### src/rtl/add64_seq_ctrl.sv
`default_nettype none
// ============================================================================
//  Module      : add64_seq_ctrl
//  Description : Two-pass 2*HW-bit add/subtract sequencer. Drives an external
//                combinational HW-bit adder twice (low half, then high half
//                with the captured carry) and registers the full result,
//                carry-out and signed overflow behind a valid/ready output.
//  Revision    : 1.0  - initial release
// ============================================================================
module add64_seq_ctrl #(
    parameter int HW     = 32,
    parameter bit SUB_EN = 1'b1
) (
    input  logic            clk,
    input  logic            rst_n,
    // operand side
    input  logic            in_valid,
    output logic            in_ready,
    input  logic [2*HW-1:0] in_a,
    input  logic [2*HW-1:0] in_b,
    input  logic            in_cin,
    input  logic            op_sub,
    // external half-width adder
    output logic [HW-1:0]   adder_a,
    output logic [HW-1:0]   adder_b,
    output logic            adder_cin,
    input  logic [HW-1:0]   adder_sum,
    input  logic            adder_cout,
    // result side
    output logic            out_valid,
    input  logic            out_ready,
    output logic [2*HW-1:0] out_sum,
    output logic            out_cout,
    output logic            out_ovf
);

    localparam int W = 2 * HW;

    typedef enum logic [1:0] {
        S_IDLE = 2'd0,
        S_LO   = 2'd1,
        S_HI   = 2'd2,
        S_DONE = 2'd3
    } state_t;

    state_t          r_state;
    state_t          w_state_nxt;

    logic [W-1:0]    r_a;        // operand A
    logic [W-1:0]    r_b;        // B' (already inverted for subtract)
    logic            r_c0;       // carry into the low half
    logic [HW-1:0]   r_sum_lo;   // low half of the result
    logic            r_c_mid;    // carry from low half into high half
    logic [W-1:0]    r_out_sum;
    logic            r_out_cout;
    logic            r_out_ovf;

    logic            w_sub;
    logic            w_accept;

    // Subtract is only honoured when the build enables it
    assign w_sub    = SUB_EN ? op_sub : 1'b0;
    assign w_accept = in_valid & in_ready;

    assign out_valid = (r_state == S_DONE);
    assign out_sum   = r_out_sum;
    assign out_cout  = r_out_cout;
    assign out_ovf   = r_out_ovf;

    // State register
    always_ff @(posedge clk or negedge rst_n) begin
        if (!rst_n) begin
            r_state <= S_IDLE;
        end else begin
            r_state <= w_state_nxt;
        end
    end

    // Next-state decode and per-state adder steering
    always_comb begin
        w_state_nxt = r_state;
        in_ready    = 1'b0;
        adder_a     = '0;
        adder_b     = '0;
        adder_cin   = 1'b0;
        case (r_state)
            S_IDLE: begin
                in_ready = 1'b1;
                if (in_valid) begin
                    w_state_nxt = S_LO;
                end
            end
            S_LO: begin
                adder_a     = r_a[HW-1:0];
                adder_b     = r_b[HW-1:0];
                adder_cin   = r_c0;
                w_state_nxt = S_HI;
            end
            S_HI: begin
                adder_a     = r_a[W-1:HW];
                adder_b     = r_b[W-1:HW];
                adder_cin   = r_c_mid;
                w_state_nxt = S_DONE;
            end
            S_DONE: begin
                // A result transfer frees the slot for a new op on the same edge
                in_ready = out_ready;
                if (out_ready) begin
                    w_state_nxt = in_valid ? S_LO : S_IDLE;
                end
            end
            default: begin
                w_state_nxt = S_IDLE;
            end
        endcase
    end

    // Operand capture on accept; subtract folds into B' and a forced carry-in
    always_ff @(posedge clk or negedge rst_n) begin
        if (!rst_n) begin
            r_a  <= '0;
            r_b  <= '0;
            r_c0 <= 1'b0;
        end else if (w_accept) begin
            r_a  <= in_a;
            r_b  <= w_sub ? ~in_b : in_b;
            r_c0 <= w_sub ? 1'b1 : in_cin;
        end
    end

    // Low-half result and inter-half carry
    always_ff @(posedge clk or negedge rst_n) begin
        if (!rst_n) begin
            r_sum_lo <= '0;
            r_c_mid  <= 1'b0;
        end else if (r_state == S_LO) begin
            r_sum_lo <= adder_sum;
            r_c_mid  <= adder_cout;
        end
    end

    // Final result capture; held unchanged until the next high-half pass
    always_ff @(posedge clk or negedge rst_n) begin
        if (!rst_n) begin
            r_out_sum  <= '0;
            r_out_cout <= 1'b0;
            r_out_ovf  <= 1'b0;
        end else if (r_state == S_HI) begin
            r_out_sum  <= {adder_sum, r_sum_lo};
            r_out_cout <= adder_cout;
            r_out_ovf  <= (r_a[W-1] ~^ r_b[W-1]) & (adder_sum[HW-1] ^ r_a[W-1]);
        end
    end

endmodule
`default_nettype wire

### config.mk
export PLATFORM = sky130hd
export DESIGN_NAME = add64_seq_ctrl
export DESIGN_NICKNAME = d
export VERILOG_FILES = /design/src/rtl/add64_seq_ctrl.sv
export SDC_FILE = /design/constraint.sdc
export NUM_CORES = 1
export LEC_CHECK = 0
export ABC_CLOCK_PERIOD_IN_PS = 4400
export CAP_MARGIN = 20
export CORE_MARGIN = 3
export CORE_UTILIZATION = 40
export CTS_BUF_LIST = sky130_fd_sc_hd__clkbuf_8
export DETAILED_ROUTE_END_ITERATION = 6
export GPL_TIMING_DRIVEN = 0
export PLACE_DENSITY = 0.71
export SYNTH_ARGS = -nofsm -noshare
export SYNTH_HDL_FRONTEND = slang
export SYNTH_SLANG_ARGS = --single-unit
### constraint.sdc
create_clock -name clk -period 4.4 [get_ports clk]
set_input_delay 0.44 -clock clk [delete_from_list [all_inputs] [get_ports clk]]
set_output_delay 0.44 -clock clk [all_outputs]
set_load 0.005 [all_outputs]
; ---- Word-level counts from Yosys, hierarchy flattened
; Index checks and enable logic that the tools add are counted.
[word_totals]
register_bits = 230
inputBits = 167
wordCells = 31
[classes]
eq_ne = 5
mux = 10
bitwise = 5
reduce_logical = 2
[op_table]
columns = cell, count
row1 = 32-bit one-hot mux with 2 select lines, 2
row2 = 64-bit 2-to-1 mux, 1
row3 = 64-bit inverter, 1
row4 = 2-bit one-hot mux with 4 select lines, 1
row5 = "2-bit equality test, second input constant", 2
row6 = 2-bit 2-to-1 mux, 2
row7 = 1-bit one-hot mux with 2 select lines, 2
row8 = 1-bit AND, 2
row9 = "2-bit by 1-bit equality test with 1-bit output, second input constant", 1
row10 = 2-bit zero test, 1
row11 = 1-bit 2-to-1 mux, 2
row12 = "2-bit by 1-bit inequality test with 1-bit output, second input constant", 1
row13 = "2-bit inequality test, second input constant", 1
row14 = 2-bit AND reduction, 1
row15 = 1-bit XNOR, 1
row16 = 1-bit XOR, 1

; ---- Longest topological paths before layout
; Gate-level depths: netlist of run 1.
[logic_depth]
ltp_word = 3
depth_mapped = 7
depth_no_buf = 5

; ---- Worst setup path after synthesis of run 1
; Ideal clock, no wire load.
[synth_timing]
path_kind = register to output
startpoint = register r_state[0]
endpoint = output adder_a[23]
t_arrival_ns = 1.486
t_required_ns = 3.960
path_slack_ns = 2.474
stages_incl_launch_ff = 8
n_path_buf = 3
cell_sequence = dfrtp_1 -> inv_1 -> ha_1 -> buf_2 -> buf_2 -> clkbuf_1 -> a22oi_1 -> nor2b_1
[synth_via]
elab_chain_cells = 2
word_cells_on_any_way = 3
cone_classes = 2 x eq/ne / 1 x mux
[synth_lines]
columns = element, line_no
row1 = "start, declared", 46  ; state_t r_state;
row2 = "start signal, assigned", 75  ; r_state <= w_state_nxt;
row3 = 2-bit equality test / 2-bit by 1-bit equality test with 1-bit output (equally long branches), 86  ; case (r_state)
row4 = 32-bit one-hot mux with 2 select lines (*), 86
row5 = "end, declared", 24  ; output logic [HW-1:0] adder_a,
; Every way passes the cells marked *; elsewhere a longest branch is shown, timed or not.

; ---- Final worst setup path of run 1
[layout_timing]
startpoint = register r_state[0]
endpoint = output adder_b[24]
[layout_via]
elab_chain_cells = 2
word_cells_on_any_way = 3
cone_classes = 2 x eq/ne / 1 x mux
[layout_lines]
columns = element, line_no
row1 = 2-bit equality test / 2-bit by 1-bit equality test with 1-bit output (equally long branches), 86
row2 = 32-bit one-hot mux with 2 select lines (*), 86
row3 = "end, declared", 25  ; output logic [HW-1:0] adder_b,
; Marked as above.

==> out/metrics.yaml, run 1 <==
status:
  status: "complete, no violations"
drt:
  vias: 7101
  drt_iter0_drc: 201
  drt_pass1_iterations: 4
  dr_wl_met3_um: 1880
  wl_per_cell_um: 19.7
  drc: 0
  vias_per_cell: 4.94
  ant_nets: 0
  wl_um: 28400
  wl_met2_um: 13200
  detail_route.wirelength.met1_um: 12600
  top_layer: "met4"
die:
  start_util: 0.410
  fp.coreArea_um2: 26300
  chipHeight_um: 170
  io_pins: 300
  rows: 59
  die_area_um2: 28900
  die_width_um: 170
layout:
  area_growth_pct: 39.4
  num_antenna_cells: 0
  final_area_um2: 15000
  drive_gt1_frac: 0.296
  nNetsFinal: 1247
synthesis:
  synth_area_leaders: "dfrtp_1, mux2_4, mux2_2, xor2_1, a22oi_1"
  yosysTopAreaCell: "dfrtp_1"
  synth_area_um2: 10800
  yosysSeqAreaShare: 0.535
  syn_nets: 904
  synth.distinct_cells: 24
  synthCells: 731
  synth-edff-count: 0
  yosysWarnings: 0
  post-synth-top-count-cell: "dfrtp_1"
  post_synth.cell_area_avg_um2: 14.7
  async_flop_share: 1.00
  synth.top_cell.area_share: 0.535
  yosys_most_used_dff: "dfrtp_1"
  ys_ff_latch: 230
  synthTopCellsByCount: "dfrtp_1, mux2_2, mux2_4, a22oi_1, nor2b_1"
cts:
  cts_tree: "yes"
  insertion_delay_ps: 520
  root_buffer: "clkbuf_8"
  clock-sinks: 230
  htree_levels: 2
  cts_buffers: 40
  cts-resized-gates: 0
  post_cts_buffers: 0
  clk_pin_slew_ps: 60
  cts_hold_buffers: 1
  cts.path.max_buffers: 3
setup_path:
  crit_path_end_kind: "primary output"
  path_class: "register to primary output"
  arrival_ps: 3330
  cp.required_ps: 3960
  r2r_start: "r_state[0]$_DFFE_PN0P_"
  endpoint: "adder_b[24]"
  reg2reg_setup_slack_ps: 2220
  crit_fanout: 10
  r2r-end: "r_a[38]$_DFFE_PN0P_"
  start_kind: "register"
  reg2reg_depth: 6
  crit_start: "r_state[0]$_DFFE_PN0P_"
global_routing:
  grt_overflow: 0
  grt_antenna_before_repair: 0
  grt_pass1_wl_um: 44500
  grt_use_total: 0.195
  grt_pass1_vias: 7893
  grt_max_degree: 111
placed_design:
  port_buffers: 298
  dp_hpwl_um: 20400
  placed_area_um2: 14200
  gp_congestion: 0.788
sta:
  fmax_mhz: 265
  skew_ps: 13.4
  setup_viol: 0
  setup_tns_ps: 0
  fin_crit_ps: 3770
  fin_crit_sh: 0.857
  hold_violations: 0
  slew_headroom: 0.527
  rsz0062_at_grt: "false"
  timing.final.max_slew_violations: 0
  tightestPinTransition_ps: 710
worst_hold_path:
  hold_class: "input port to asynchronous set/reset pin"
power_and_ir_drop:
  leakagePower_nw: 6.33
  peakVddDrop_mv: 0.330
  powerDensity_nw_per_um2: 750
run:
  drv_cap: 0
## worst max-delay path, cell delays in order, from the launching register on
cell	delay, ps
dfrtp_1	430
inv_1	150
ha_1	160
buf_2	200
buf_2	320
clkbuf_1	570
a22oi_1	210
nor2b_1	230
clkdlybuf4s50_1	540
## how the worst min path moves through the flow
stage                         endpoint  slack, ps  cells past startpoint
2_1_floorplan     out_cout$_DFFE_PN0N_        140                      0
3_3_place_gp   out_sum[22]$_DFFE_PN0N_        480                      1
3_5_place_dp   out_sum[28]$_DFFE_PN0N_        280                      1
4_1_cts        out_sum[28]$_DFFE_PN0N_        300                      2
5_1_grt        out_sum[28]$_DFFE_PN0N_        320                      2
6_report       out_sum[28]$_DFFE_PN0N_        340                      2
## sequential cells by signal, summed over array words and instances, names as in the netlist
signal	count
r_sum_lo	32
out_ovf	1
r_a	64
out_cout	1
r_b	64
out_sum	64
r_c_mid	1
r_state	2
r_c0	1
## cells in the final DEF (no fill, tap or decap)
master / n
a22oi_1: 65
nand2b_1: 2
nor2b_1: 65
xor2_1: 64
buf_2: 21
clkbuf_8: 49
buf_4: 1
nor3b_4: 1
clkdlybuf4s50_1: 297
buf_8: 1
clkinv_2: 8
dlygate4sd3_1: 1
inv_1: 15
buf_6: 2
buf_16: 2
nor2_1: 5
clkbuf_1: 18
a31o_2: 1
inv_6: 1
a21oi_2: 1
buf_1: 1
ha_1: 6
mux2_4: 100
buf_12: 11
mux2_2: 127
dfrtp_1: 230
and3b_1: 1
a21oi_1: 3
o31ai_1: 1
nand2_1: 1
mux2i_1: 1
## where the power goes
| part | switching (mW) | internal [mW] |
|---|---|---|
| Clock | 0.856 | 1.01 |
| Combinational | 2.08 | 3.47 |
| Sequential | 0.615 | 3.23 |
| Total | 3.55 | 7.71 |
## metal layers
layer  global-route usage  up-vias
li1                     -     3258
met1                0.260     3561
met2                0.314      231
met3               0.0532       51
met4               0.0547        0
met5                    0        -
## stage by stage
| stage | total power [mW] | std cells | setup WS (ps) | hold WS [ps] | utilization |
|---|---|---|---|---|---|
| floorplan | 7.06 | 731 | 2470 | 144 | - |
| global placement | 9.36 | 1364 | -7150 | 480 | 0.539 |
| detailed placement | 9.46 | 1366 | 1180 | 282 | 0.541 |
| CTS | 11.4 | 1437 | 594 | 300 | 0.571 |
| global route | 12.0 | 1437 | 467 | 315 | 0.571 |
| finish | 11.3 | 1437 | 630 | 342 | 0.571 |
## cell type report
class | count | area, um2
clock inverters | 21 | 93.8
fillers | 2143 | 11300
clock buffers | 49 | 674
repair buffers | 301 | 3050
multi-input cells | 444 | 4570
well taps | 335 | 419
flip-flops and latches | 230 | 5760
inverters | 3 | 11.3
plain buffers | 54 | 427
## logic make-up (layout without fill, tap and decap cells)
kind of cell	count (synthesis)	after routing	synth area share
AND/OR/NAND/NOR	75	75	0.0436
XOR/XNOR	64	64	0.0521
buffers and inverters	57	428	0.0407
AO/OA/AOI/OAI	71	71	0.0490
flip-flops	230	230	0.535
adder cells (fa/ha/maj)	6	6	0.00697
multiplexers	228	228	0.273
(Power assumes the default switching activity.)
==> inputs of run 2 (changes only) <==
HOLD_SLACK_MARGIN = 0.03   (was unset)
PLACE_DENSITY = 0.78   (was 0.71)
REMOVE_ABC_BUFFERS = 1   (was unset)
==> run 2 against run 1 <==
Worst setup slack improved by 300 ps. Clock skew grew 2.8 ps. Largest power group unchanged. Count of clock-buffer cells in the layout grew 7. Critical endpoint unchanged. Sequential share of layout area about the same. Highest routed layer unchanged. Critical path depth fell by 2. Critical path type unchanged.
==> out/metrics.yaml, run 2 (synthesis gave the netlist of run 1 again) <==
status:
  status: "complete, no violations"
sta:
  timing.final.max_slew_violations: 0  # unchanged
  slew_headroom: 0.411  # -0.116
  fin_crit_ps: 3470  # -297 ps
  setup_viol: 0  # unchanged
  fin_crit_sh: 0.789  # -0.0674
  fmax_mhz: 288  # +8.5%
  rsz0062_at_grt: "false"
  skew_ps: 16.2  # +2.82 ps
  hold_violations: 0  # unchanged
  tightestPinTransition_ps: 883  # +174 ps
  setup_tns_ps: 0  # unchanged
global_routing:
  grt_use_total: 0.176  # -0.0185
  grt_max_degree: 117  # +5.4%
  grt_antenna_before_repair: 0  # unchanged
  grt_overflow: 0  # unchanged
  grt_pass1_vias: 7708  # -2.3%
  grt_pass1_wl_um: 41300  # -7.1%
layout:
  drive_gt1_frac: 0.298  # +0.00249
  multi_input_area_um2: 4600  # +0.60%
  final_cell_mix: "clkdlybuf4s50_1, dfrtp_1, mux2_2"
  regArea_um2: 5760  # unchanged
  final_common_cell: "clkdlybuf4s50_1"
  final_core_util: 0.572  # about the same
  fillCellCount: 2107  # -1.7%
  num_antenna_cells: 0  # unchanged
  area_growth_pct: 39.5  # about the same
  nNetsFinal: 1209  # -3.0%
cts:
  htree_levels: 2  # unchanged
  cts_tree: "yes"
  insertion_delay_ps: 530  # about the same
  clock-sinks: 230  # unchanged
  cts.path.max_buffers: 3  # unchanged
  clk_pin_slew_ps: 60  # about the same
  cts_buffers: 40  # unchanged
  root_buffer: "clkbuf_8"
  cts-resized-gates: 0  # unchanged
power_and_ir_drop:
  peakVddDrop_mv: 0.429  # +30%
  seqPwrFrac: 0.339  # -0.003
  comb_power_share: 0.483  # -0.010
  internal_power_mw: 7.87  # +2.1%
  power_frac_clock: 0.178  # +0.013
  p_sw_mw: 3.47  # -2.1%
  leakagePower_nw: 6.27  # -0.95%
  p_sw_frac: 0.306  # -0.00892
  powerDensity_nw_per_um2: 756  # +0.68%
placed_design:
  dp_hpwl_um: 17900  # -12%
  gp_congestion: 0.746  # -5.3%
  port_buffers: 299  # +0.34%
setup_path:
  crit_fanout: 50  # +40
  path_class: "register to primary output"
  cp.required_ps: 3960  # about the same
  start_kind: "register"
  crit_path_end_kind: "primary output"
  arrival_ps: 3030  # -300 ps
die:
  die_area_um2: 28900  # unchanged
  chipHeight_um: 170  # unchanged
  rows: 59  # unchanged
  io_pins: 300  # unchanged
  fp.coreArea_um2: 26300  # unchanged
  die_width_um: 170  # unchanged
  start_util: 0.410  # unchanged
drt:
  wl_um: 26300  # -7.3%
  drt_iter0_drc: 297  # +48%
  drt_pass1_iterations: 4  # unchanged
  vias: 6973  # -1.8%
  wl_per_cell_um: 18.8  # -4.9%
  drc: 0  # unchanged
  ant_nets: 0  # unchanged
  vias_per_cell: 4.98  # +0.72%
run:
  drv_cap: 0  # unchanged
worst_hold_path:
  hold_class: "input port to register"
## run 2: cell type report
cell class | count | share of cell area
clock buffer | 56 | 0.0513
clock inverter | 16 | 0.00566
inverter | 3 | 0.000750
multi-input combinational | 444 | 0.306
sequential | 230 | 0.383
tap | 335 | 0.0279
timing repair buffer | 317 | 0.225
## run 2: stage by stage
stage | cells | setup WS [ps] | power [mW] | instance area (um2) | hold WS [ps]
after floorplan | 677 | -2310 | 7.03 | 10300 | 144
after global placement | 1311 | -6990 | 9.39 | 13800 | 480
after detailed placement | 1328 | 1040 | 9.39 | 14200 | 491
after CTS | 1401 | 811 | 11.5 | 15000 | 395
after global routing | 1401 | 732 | 12.1 | 15000 | 440
final | 1401 | 926 | 11.3 | 15000 | 438
## run 2: metal layers
metal	GRT usage	wire length, um	up-vias
li1	-	-	3177
met2	0.281	12200	248
met4	0.0540	705	0
met1	0.221	10900	3493
met3	0.0720	2450	55
met5	0	0	-
## run 2: power by group through the flow
stage               Combinational, mW  Sequential [mW]  Clock [mW]
floorplan                        3.31             3.72           0
global placement                 5.58             3.80           0
detailed placement               5.53             3.86           0
CTS                              5.56             3.84        2.10
global route                     5.89             3.98        2.20
finish                           5.48             3.84        2.03
## run 2: what timing repair did
action,CTS,global route
buffers inserted,0,0
hold buffers,1,0
endpoints found under the setup margin,0,0
hold endpoints to repair,93,0
## run 2: final timing paths
path / slack, ps / to / depth (start not counted) / start
worst max-delay path: 930 / adder_b[24] / 6 / r_state[1]$_DFFE_PN0P_
worst min-delay path: 440 / r_c0$_DFFE_PN0P_ / 3 / op_sub
worst max register to register: 1030 / r_b[20]$_DFFE_PN0P_ / 10 / r_state[0]$_DFFE_PN0P_
worst min register to register: 500 / out_sum[4]$_DFFE_PN0N_ / 1 / r_sum_lo[4]$_DFFE_PN0N_
max in group asynchronous: 2740 / r_b[18]$_DFFE_PN0P_ / 3 / rst_n
min in group asynchronous: 550 / out_sum[47]$_DFFE_PN0N_ / 2 / rst_n
## run 2: critical path, cell delays in order, from the launching register on
cell             delay, ps
dfrtp_1                460
inv_1                  170
ha_4                   610
buf_16                 310
a22oi_1                120
nor2b_1                200
clkdlybuf4s50_1        570
